`src/rtl/cdb_arbiter.sv`:
```
// -----------------------------------------------------------------------------
// cdb_arbiter
//   Shares the single ROB writeback port among NUM_REQ execution units.
//   Each requester owns a 1-entry holding register with a valid/ready
//   handshake. A round-robin arbiter drains one held result per cycle onto
//   the registered common data bus (CDB), which feeds ROB writeback and
//   RS/LSB wakeup. A mispredict flush empties every holding register.
//
//   Optional build macro: CDB_FIXED_PRIO_EN
//     defined   -> fixed priority, lowest index wins (no rotating pointer)
//     undefined -> round-robin starting from rr_ptr
//
// Ports
//   clk_in      system clock
//   rst_in      synchronous active-low reset
//   rdy_in      global ready; the block is frozen while low
//   flush_in    ROB clear pulse; drops all pending results
//   req_valid   per-requester result valid
//   req_ready   per-requester accept (combinational)
//   req_rob_id  flattened ROB ids, requester i at [i*ROB_W +: ROB_W]
//   req_value   flattened values, requester i at [i*VAL_W +: VAL_W]
//   cdb_valid   registered CDB valid (one-cycle pulse per result)
//   cdb_rob_id  registered ROB index
//   cdb_value   registered result value
//   cdb_src     registered index of the granted requester
// -----------------------------------------------------------------------------
module cdb_arbiter #(
    parameter  int NUM_REQ = 3,
    parameter  int ROB_W   = 4,
    parameter  int VAL_W   = 32,
    localparam int SRC_W   = (NUM_REQ > 1) ? $clog2(NUM_REQ) : 1
) (
    input  logic                       clk_in,
    input  logic                       rst_in,
    input  logic                       rdy_in,
    input  logic                       flush_in,
    input  logic [NUM_REQ-1:0]         req_valid,
    output logic [NUM_REQ-1:0]         req_ready,
    input  logic [NUM_REQ*ROB_W-1:0]   req_rob_id,
    input  logic [NUM_REQ*VAL_W-1:0]   req_value,
    output logic                       cdb_valid,
    output logic [ROB_W-1:0]           cdb_rob_id,
    output logic [VAL_W-1:0]           cdb_value,
    output logic [SRC_W-1:0]           cdb_src
);

    // (base + k) mod NUM_REQ; base < NUM_REQ and k <= NUM_REQ so one wrap suffices
    function automatic logic [SRC_W-1:0] wrap_add(input logic [SRC_W-1:0] base, input int k);
        int sum;
        sum = int'(base) + k;
        if (sum >= NUM_REQ) begin
            sum = sum - NUM_REQ;
        end else begin
            sum = sum;
        end
        return sum[SRC_W-1:0];
    endfunction

    logic [NUM_REQ-1:0] hold_valid_q, hold_valid_d;
    logic [ROB_W-1:0]   hold_rob_id_q [NUM_REQ];
    logic [ROB_W-1:0]   hold_rob_id_d [NUM_REQ];
    logic [VAL_W-1:0]   hold_value_q  [NUM_REQ];
    logic [VAL_W-1:0]   hold_value_d  [NUM_REQ];

    logic               cdb_valid_q, cdb_valid_d;
    logic [ROB_W-1:0]   cdb_rob_id_q, cdb_rob_id_d;
    logic [VAL_W-1:0]   cdb_value_q, cdb_value_d;
    logic [SRC_W-1:0]   cdb_src_q, cdb_src_d;

    logic [SRC_W-1:0]   rr_ptr_s;
    logic [NUM_REQ-1:0] grant_s;
    logic               grant_any_s;
    logic [SRC_W-1:0]   grant_idx_s;
    logic [SRC_W-1:0]   scan_idx_s;

`ifdef CDB_FIXED_PRIO_EN
    // Fixed priority: scan always starts at requester 0
    assign rr_ptr_s = {SRC_W{1'b0}};
`else
    logic [SRC_W-1:0] rr_ptr_q, rr_ptr_d;

    assign rr_ptr_s = rr_ptr_q;

    // Round-robin pointer: moves past the winner, returns to 0 on flush
    always_comb begin
        rr_ptr_d = rr_ptr_q;
        if (rdy_in && flush_in) begin
            rr_ptr_d = {SRC_W{1'b0}};
        end else if (rdy_in && grant_any_s) begin
            rr_ptr_d = wrap_add(grant_idx_s, 1);
        end else begin
            rr_ptr_d = rr_ptr_q;
        end
    end

    // Round-robin pointer register
    always_ff @(posedge clk_in) begin
        if (!rst_in) begin
            rr_ptr_q <= {SRC_W{1'b0}};
        end else begin
            rr_ptr_q <= rr_ptr_d;
        end
    end
`endif

    // Grant: first occupied hold scanning upward from rr_ptr with wrap
    always_comb begin
        grant_s     = {NUM_REQ{1'b0}};
        grant_any_s = 1'b0;
        grant_idx_s = {SRC_W{1'b0}};
        scan_idx_s  = {SRC_W{1'b0}};
        for (int k = 0; k < NUM_REQ; k++) begin
            scan_idx_s = wrap_add(rr_ptr_s, k);
            if (!grant_any_s && hold_valid_q[scan_idx_s]) begin
                grant_any_s         = 1'b1;
                grant_s[scan_idx_s] = 1'b1;
                grant_idx_s         = scan_idx_s;
            end else begin
                grant_any_s = grant_any_s;
            end
        end
    end

    // A hold being drained this cycle may be refilled in the same cycle;
    // reset also closes the door so nothing is accepted while held in reset.
    assign req_ready = {NUM_REQ{rst_in & rdy_in & ~flush_in}} & (~hold_valid_q | grant_s);

    // Next-state for holds and CDB; flush beats drain and accept
    always_comb begin
        hold_valid_d  = hold_valid_q;
        hold_rob_id_d = hold_rob_id_q;
        hold_value_d  = hold_value_q;
        cdb_valid_d   = cdb_valid_q;
        cdb_rob_id_d  = cdb_rob_id_q;
        cdb_value_d   = cdb_value_q;
        cdb_src_d     = cdb_src_q;
        if (rdy_in && flush_in) begin
            hold_valid_d = {NUM_REQ{1'b0}};
            cdb_valid_d  = 1'b0;
        end else if (rdy_in) begin
            if (grant_any_s) begin
                cdb_valid_d                 = 1'b1;
                cdb_rob_id_d                = hold_rob_id_q[grant_idx_s];
                cdb_value_d                 = hold_value_q[grant_idx_s];
                cdb_src_d                   = grant_idx_s;
                hold_valid_d[grant_idx_s]   = 1'b0;
            end else begin
                cdb_valid_d = 1'b0;
            end
            // accept after drain so a same-cycle refill keeps the hold full
            for (int i = 0; i < NUM_REQ; i++) begin
                if (req_valid[i] && req_ready[i]) begin
                    hold_valid_d[i]  = 1'b1;
                    hold_rob_id_d[i] = req_rob_id[i*ROB_W +: ROB_W];
                    hold_value_d[i]  = req_value[i*VAL_W +: VAL_W];
                end else begin
                    hold_valid_d[i]  = hold_valid_d[i];
                end
            end
        end else begin
            cdb_valid_d = cdb_valid_q;
        end
    end

    // Hold and CDB registers
    always_ff @(posedge clk_in) begin
        if (!rst_in) begin
            hold_valid_q <= {NUM_REQ{1'b0}};
            for (int i = 0; i < NUM_REQ; i++) begin
                hold_rob_id_q[i] <= {ROB_W{1'b0}};
                hold_value_q[i]  <= {VAL_W{1'b0}};
            end
            cdb_valid_q  <= 1'b0;
            cdb_rob_id_q <= {ROB_W{1'b0}};
            cdb_value_q  <= {VAL_W{1'b0}};
            cdb_src_q    <= {SRC_W{1'b0}};
        end else begin
            hold_valid_q  <= hold_valid_d;
            hold_rob_id_q <= hold_rob_id_d;
            hold_value_q  <= hold_value_d;
            cdb_valid_q   <= cdb_valid_d;
            cdb_rob_id_q  <= cdb_rob_id_d;
            cdb_value_q   <= cdb_value_d;
            cdb_src_q     <= cdb_src_d;
        end
    end

    assign cdb_valid  = cdb_valid_q;
    assign cdb_rob_id = cdb_rob_id_q;
    assign cdb_value  = cdb_value_q;
    assign cdb_src    = cdb_src_q;

endmodule
```
`config.mk`:
```
export PLATFORM = sky130hd
export DESIGN_NAME = cdb_arbiter
export DESIGN_NICKNAME = d
export VERILOG_FILES = /design/src/rtl/cdb_arbiter.sv
export SDC_FILE = /design/constraint.sdc
export NUM_CORES = 1
export LEC_CHECK = 0
export CAP_MARGIN = 20
export CORE_UTILIZATION = 40
export CTS_BUF_LIST = sky130_fd_sc_hd__clkbuf_8
export DETAILED_ROUTE_END_ITERATION = 8
export SLEW_MARGIN = 5
export SYNTH_ARGS = -nofsm -noshare
export SYNTH_HDL_FRONTEND = slang
export SYNTH_SLANG_ARGS = --single-unit
```
`constraint.sdc`:
```
create_clock -name clk_in -period 8.6 [get_ports clk_in]
set_clock_uncertainty 0.2 [all_clocks]
set_input_delay 1.72 -clock clk_in [delete_from_list [all_inputs] [get_ports clk_in]]
set_output_delay 1.72 -clock clk_in [all_outputs]
set_load 0.01 [all_outputs]
```
# After elaboration in Yosys (flattened, before gate mapping)
# Index checks and enable logic that the tools add are counted.
# word_totals
register_bits	152
inputBits	115
out_inout_bits	42
wordCells	109
# op_classes
n_addsub	7
order_cmp	13
mux	38
bitwise	13
n_reduce_logical	24
# op_table
cell	n
32-bit binary-select mux with 2-bit select	1
32-bit 2-to-1 mux	2
1-bit 2-to-1 mux	14
2-bit 2-to-1 mux	7
2-bit by 3-bit less-than comparator with 1-bit output, second input constant	4
3-bit 2-to-1 mux	4
3-bit AND reduction	4
1-bit logical AND	11
3-bit by 2-bit greater-or-equal comparator with 1-bit output, second input constant	3
3-bit bitwise OR	3
4-bit binary-select mux with 2-bit select	1
1-bit demux with 2-bit select	4
2-bit by 1-bit greater-or-equal comparator with 1-bit output, second input constant	4
4-bit 2-to-1 mux	2
2-bit subtractor, second input constant	4
2-bit by 1-bit adder with 3-bit output, second input constant	2
3-bit bitwise AND	2
1-bit binary-select mux with 2-bit select	3
3-bit NOT	2
2-bit AND reduction	3
2-bit nonzero test	3
2-bit by 2-bit adder with 3-bit output, second input constant	1
3-bit greater-or-equal comparator, second input constant	1
1-bit NOT	3
other kinds (5)	7

# Longest topological paths before layout
# Gate-level depths: netlist of the first run.
# depth
ltp_word	19
ltp_mapped	12
mapped_depth_nobuf	10

# Least setup slack after synthesis of the first run
# Ideal clock, no wire load.
# synth_path
kind	input -> output
from	input port flush_in
to	output port req_ready[0]
arrival_time_ps	2264
required_time_ps	6680
setup_slack_ps	4416
cell_stages	3
path_buffers	0
cell_sequence	and3b_1 > o21ai_1 > a21oi_1
# synth_via
elab_chain_cells	3
# synth_rtl
item	line	rtl
from (decl)	36	input logic flush_in,
1-bit NOT	126	assign req_ready = {NUM_REQ{rst_in & rdy_in & ~flush_in}} & (~hold_valid_q | grant_s);
1-bit bitwise AND	126	
3-bit bitwise AND	126	
to (decl)	38	output logic [NUM_REQ-1:0] req_ready,
# Every way passes these cells.

# Worst setup path after layout of the first run
# layout_path
from	register rr_ptr_q[0]
to	output port req_ready[2]
# layout_via
elab_chain_cells	13
word_cells_on_any_way	45
classes_between	5 x add/sub; 9 x order compare; 20 x mux; 4 x bitwise; 7 x reduce/logical
# layout_rtl
item	line	rtl
from (decl)	80	logic [SRC_W-1:0] rr_ptr_q, rr_ptr_d;
from (signal assigned)	99	rr_ptr_q <= {SRC_W{1'b0}};
from (signal assigned)	101	rr_ptr_q <= rr_ptr_d;
2-bit by 1-bit adder with 3-bit output (tied with other cells)	50	sum = int'(base) + k;
3-bit by 2-bit greater-or-equal comparator with 1-bit output (tied with other cells)	51	if (sum >= NUM_REQ) begin
2-bit 2-to-1 mux (tied with other cells)	51	
2-bit by 3-bit less-than comparator with 1-bit output (not written as such) (tied with other cells)	116	grant_s[scan_idx_s] = 1'b1;
1-bit logical AND (not written as such) (tied with other cells)	116	
1-bit 2-to-1 mux (not written as such) (tied with other cells)	116	
1-bit demux with 2-bit select (tied with other cells)	116	
3-bit bitwise OR (no line) / 1-bit 2-to-1 mux (equally long branches)	-	
3-bit 2-to-1 mux / 1-bit logical NOT (equally long branches)	114	if (!grant_any_s && hold_valid_q[scan_idx_s]) begin
3-bit bitwise OR (no line) / 1-bit logical AND (equally long branches)	-	
3-bit 2-to-1 mux *	114	
3-bit bitwise OR *	126	
3-bit bitwise AND *	126	
# Mark *: on every way between the ends. The rest lies on a longest branch, timed or not. The select of a mux whose other input is x is not followed.

==> out/results.ini, run 1 <==
[run_status]
status=finished clean

[power]
ir_drop_v=0.0000900
p_leak_nw=4.24
powerDensity_mw_per_mm2=156

[worst_setup_path]
slowest_stage=o21a_1
crit_path_max_fanout=20
crit_family=compound AO/OA/AOI/OAI gates
worst_ep_arrival_time_ns=3.31
critPathBufInv=2
crit_type=flop to primary output
critPathLaunchType=flop
path_cells=inv_1 -> ha_1 -> mux2i_2 -> o21a_1 -> o21ai_1 -> a31oi_1 -> clkdlybuf4s50_1
cp-end-kind=primary output
critPathMaxStageDelay_ns=0.70
critPathRequiredTime_ns=6.68

[route]
routed_wl_um=22300
vias=6927
drtAntennaViolNets=0
route.detailed.drc=0
dr.first_iter.drc_count=505
wl_per_cell_um=17.7
vias_per_cell=5.50
drtPass1Iterations=5

[layout]
final_cell_area_mm2=0.00972
multi_input_area_mm2=0.00395
nets=1135
syn_to_final_growth_pct=26.3
fillCellCount=1811
drive_gt1_share_pct=6.04
antenna_cells=0
stdcell_count=1260
ff_latch_area_mm2=0.00304

[placed_design]
hpwlAfterDp_um=13800
routabilityCongestion=0.818
portBuffers=156
dp_cells=1228
pre_cts_ws_ns=3.40
place_area_mm2=0.00930

[grt]
antenna_found_initial=0
grt_pass1_vias=6509
gr-usage-all-layers_pct=22.7
grt_start_max_net_pins=111
grt-ovfl-total=0
grt_pass1_wl_um=35300

[cts]
h-tree-depth=4
hold_buffers=0
cts.clk_slew.worst_paths_ns=0.08
cts_root_buf=clkbuf_8
postCtsSetupRepairBufs=0
ctsResizeCount=0
cts.sinks=152
cts_buffer_depth=2
worst_skew_pair.late_latency_ns=0.45
cts_tree=done
numCtsBuffers=17

[job]
cap_viol_max_count=0

[sta]
period_share_pct=60.8
fin_ws_ns=3.37
min_period_ns=5.23
setup_viol=0
hold_viol_final=0
fmax_ghz=0.191
rsz0062_at_grt=false
tightest_slew_ns=1.13
relSlewSlack_pct=24.3
drv_slew=0
finalSetupTns_ns=0

[floorplanning]
ios=157
num_rows=50
die_height_um=141
fp.dieArea_mm2=0.0198
start_util_pct=41.0
die_width_um=141
fp.coreArea_mm2=0.0188

[synthesis]
syn_nets=1028
ys_top_cells_by_count=dfxtp_1, nand2_1, inv_1
avgSynthCellArea_um2=8.50
ys_seq_area_share_pct=39.5
yosysMostFrequentCell=dfxtp_1
yosys.area_share.simple_pct=17.6
ys_types=52
synth_edf_count=0
synth_top_family_by_area=compound AO/OA/AOI/OAI gates
synthTopCellsByArea=dfxtp_1, mux2i_1, nand3_1
synth_area_mm2=0.00770
synth_mux_area_share_pct=10.3
synth_top_area_share_pct=39.5
async_reset_ff_share_pct=0
synth_compound_area_share_pct=21.6
ys_ff_latch=152
yosys_warnings=0
synthCells=906
synthXorXnorAreaFrac_pct=0
synth_ff_type=dfxtp_1
yosysTopAreaCell=dfxtp_1
synth_fa_ha_area_share_pct=1.14

[hold_path]
holdCritPathClass=flop to flop

-- worst reg2reg max path: stages (launching register included) --
cell	delay [ns]
dfxtp_1	0.35
inv_1	0.09
ha_1	0.33
mux2i_2	0.38
o21a_1	0.70
a41oi_1	0.23
buf_4	0.25
and2_1	0.16
buf_4	0.24
a221o_1	0.40
-- per-layer routing --
metal	part of all wire, %	wire length (µm)	global-route usage, %	up-vias
met4	1.2	259	6.29	0
met3	4.6	1030	3.91	19
met5	0	0	0	-
met1	49	10900	31.4	3274
li1	-	-	-	3423
met2	45	10100	36.4	211
-- cells by family (layout without fill, tap and decap cells) --
logic type | after synthesis | in the layout
AO/OA/AOI/OAI | 226 | 226
adder cells (fa/ha/maj) | 7 | 7
AND/OR/NAND/NOR | 267 | 267
buffers and inverters | 175 | 295
flip-flops | 152 | 152
multiplexers | 79 | 79
-- metrics by stage --
| step | total power [mW] | hold slack, ns | util (%) |
|---|---|---|---|
| after CTS | 1.53 | 0.264 | 51.8 |
| after detailed placement | 0.943 | 0.251 | 49.5 |
| after floorplan | 0.852 | 0.233 | - |
| after global placement | 0.942 | 0.246 | 49.5 |
| final | 1.51 | 0.263 | 51.8 |
| after global routing | 1.58 | 0.280 | 51.8 |
-- final cells by class --
cell class	count	area share [%]
multi-input cells	579	40.6
clock inverters	14	1.80
inverters	92	3.55
flip-flops and latches	152	31.3
clock buffers	18	2.55
well taps	234	3.01
repair buffers	171	17.2
-- final timing paths --
| path | from | to | slack [ns] | depth (start not counted) |
|---|---|---|---|---|
| worst max-delay path | rr_ptr_q[0]$_SDFFE_PP0P_ | req_ready[2] | 3.37 | 7 |
| worst min-delay path | hold_rob_id_q[2]$_SDFFE_PN0P_ | hold_rob_id_q[2]$_SDFFE_PN0P_ | 0.26 | 2 |
| worst max register to register | rr_ptr_q[0]$_SDFFE_PP0P_ | cdb_value[21]$_SDFFE_PN0P_ | 5.16 | 9 |
| worst min register to register | hold_rob_id_q[2]$_SDFFE_PN0P_ | hold_rob_id_q[2]$_SDFFE_PN0P_ | 0.26 | 2 |
-- placed cells by master, fill, tap and decap left out, types with 4 or more instances in the layout --
cell             count
a2bb2oi_1           13
a31oi_1             15
nor2b_1             21
a21oi_1              6
a21boi_0            19
nand2_1             92
o31ai_1             10
o211ai_1            27
a211oi_1            11
clkbuf_8            18
and2_1               4
o21ai_1              5
or3_1               13
clkinvlp_4           4
buf_4               16
o21ai_0             46
a221o_1             27
and3_1              27
inv_1               92
clkdlybuf4s50_1    155
nand3b_1             4
mux2i_1             77
ha_1                 7
nand2b_1             5
nor2_1               5
a221oi_1             9
dfxtp_1            151
a21boi_1            18
nand4_1             14
nand3_1             73
-- sequential cells by signal, summed over array words and instances (netlist names) --
| signal | flops |
|---|---|
| cdb_valid | 1 |
| hold_rob_id_q | 12 |
| cdb_rob_id | 4 |
| hold_value_q | 96 |
| cdb_value | 32 |
| cdb_src | 2 |
| hold_valid_q | 3 |
| rr_ptr_q | 2 |
-- power breakdown --
part	total [mW]	switching, mW	leakage (nW)	internal (mW)
Combinational	0.189	0.0984	2.80	0.0901
Clock	0.585	0.288	0.205	0.297
Sequential	0.739	0.0137	1.23	0.725
Total	1.51	0.400	4.24	1.11
No activity file was read; power rests on OpenSTA's default activity.
==> run 2, diff against run 1 <==
clock period = 5.35 ns   (was 8.6 ns; I/O delays follow)
==> out/results.ini, run 2 (synthesis gave the netlist of run 1 again) <==
[grt]
grt_pass1_wl_um=36100
grt-ovfl-total=0
gr-usage-all-layers_pct=23.3
grt_pass1_vias=6615
grt_start_max_net_pins=115
antenna_found_initial=0

[worst_setup_path]
worst_ep_arrival_time_ns=3.32
crit_type=flop to primary output
crit_path_max_fanout=20
cp-end-kind=primary output
critPathLaunchType=flop
critPathRequiredTime_ns=4.08

[layout]
syn_to_final_growth_pct=27.3
fillCellCount=1808
most-common-layout-cells=clkdlybuf4s50_1, dfxtp_1, inv_1, nand2_1, mux2i_1
utilization_pct=52.2
antenna_cells=0
nets=1138
final_cell_area_mm2=0.00980
layout.cells.most_common=clkdlybuf4s50_1
largest_reg_flops=96
top_register=hold_value_q
drive_gt1_share_pct=6.32

[floorplanning]
num_rows=50
ios=157
start_util_pct=41.0
die_height_um=141
fp.coreArea_mm2=0.0188
die_width_um=141
fp.dieArea_mm2=0.0198

[cts]
h-tree-depth=4
cts_buffer_depth=2
postCtsSetupRepairBufs=0
cts_tree=done
cts.clk_slew.worst_paths_ns=0.08
hold_buffers=0
ctsResizeCount=0
worst_skew_pair.late_latency_ns=0.45
cts.sinks=152
cts_root_buf=clkbuf_8
numCtsBuffers=17

[route]
drtAntennaViolNets=0
vias=6983
routed_wl_um=22900
wl_per_cell_um=18.1
drtPass1Iterations=5
dr.first_iter.drc_count=524
route.detailed.drc=0
vias_per_cell=5.53

[power]
ir_drop_v=0.000146
power.total_mw=2.50
powerDensity_mw_per_mm2=255
p_leak_nw=4.29

[sta]
setup_viol=0
rsz0062_at_grt=false
fmax_ghz=0.218
finalSetupTns_ns=0
period_share_pct=85.7
relSlewSlack_pct=31.8
hold_slack_ns=0.261
min_period_ns=4.59
drv_slew=0
tightest_slew_ns=1.02
hold_viol_final=0

[hold_path]
holdCritPathClass=flop to flop

[placed_design]
portBuffers=156
hpwlAfterDp_um=14200
routabilityCongestion=0.788
place_area_mm2=0.00931

[run_status]
status=finished clean

[job]
cap_viol_max_count=0

==> run 2: final timing paths <==
| path | endpoint | slack, ns | depth (start not counted) | startpoint |
|---|---|---|---|---|
| setup / recovery | req_ready[2] | 0.76 | 7 | rr_ptr_q[0]$_SDFFE_PP0P_ |
| hold / removal | hold_value_q[14]$_SDFFE_PN0P_ | 0.26 | 2 | hold_value_q[14]$_SDFFE_PN0P_ |
| setup reg to reg | hold_value_q[5]$_SDFFE_PN0P_ | 1.70 | 8 | rr_ptr_q[0]$_SDFFE_PP0P_ |
| hold reg to reg | hold_value_q[14]$_SDFFE_PN0P_ | 0.26 | 2 | hold_value_q[14]$_SDFFE_PN0P_ |
==> run 2: area by class of cell <==
cell class | count | area, µm² | share of cell area [%]
Clock inverter | 13 | 193 | 1.97
Tap cell | 234 | 293 | 2.99
Inverter | 92 | 345 | 3.52
Multi-Input combinational cell | 579 | 3950 | 40.3
Clock buffer | 19 | 262 | 2.67
Timing Repair Buffer | 174 | 1720 | 17.5
Sequential cell | 152 | 3040 | 31.1
==> run 2: through the flow <==
stage | std cells | worst slack (ns)
2_1_floorplan | 906 | 2.34
3_3_place_gp | 1229 | 1.33
3_5_place_dp | 1229 | 1.27
4_1_cts | 1261 | 0.753
5_1_grt | 1263 | 0.483
6_report | 1263 | 0.763
==> run 2: metal layers <==
metal / vias to the layer above / share of wire [%] / track usage [%]
met1: 3306 / 48 / 32.1
met2: 224 / 45 / 36.9
li1: 3436 / - / -
met4: 0 / 1.3 / 5.84
met5: - / 0 / 0
met3: 17 / 6.0 / 4.86
==> run 2: where the power goes <==
part | internal (mW) | switching, mW
Combinational | 0.147 | 0.161
Clock | 0.540 | 0.466
Sequential | 1.17 | 0.0226
==> run 2: worst max-delay path, stage by stage (launching register included) <==
cell             delay, ns
dfxtp_1               0.35
inv_1                 0.09
ha_1                  0.33
mux2i_2               0.38
o21a_1                0.72
o21ai_1               0.20
a31oi_1               0.24
clkdlybuf4s50_1       0.57
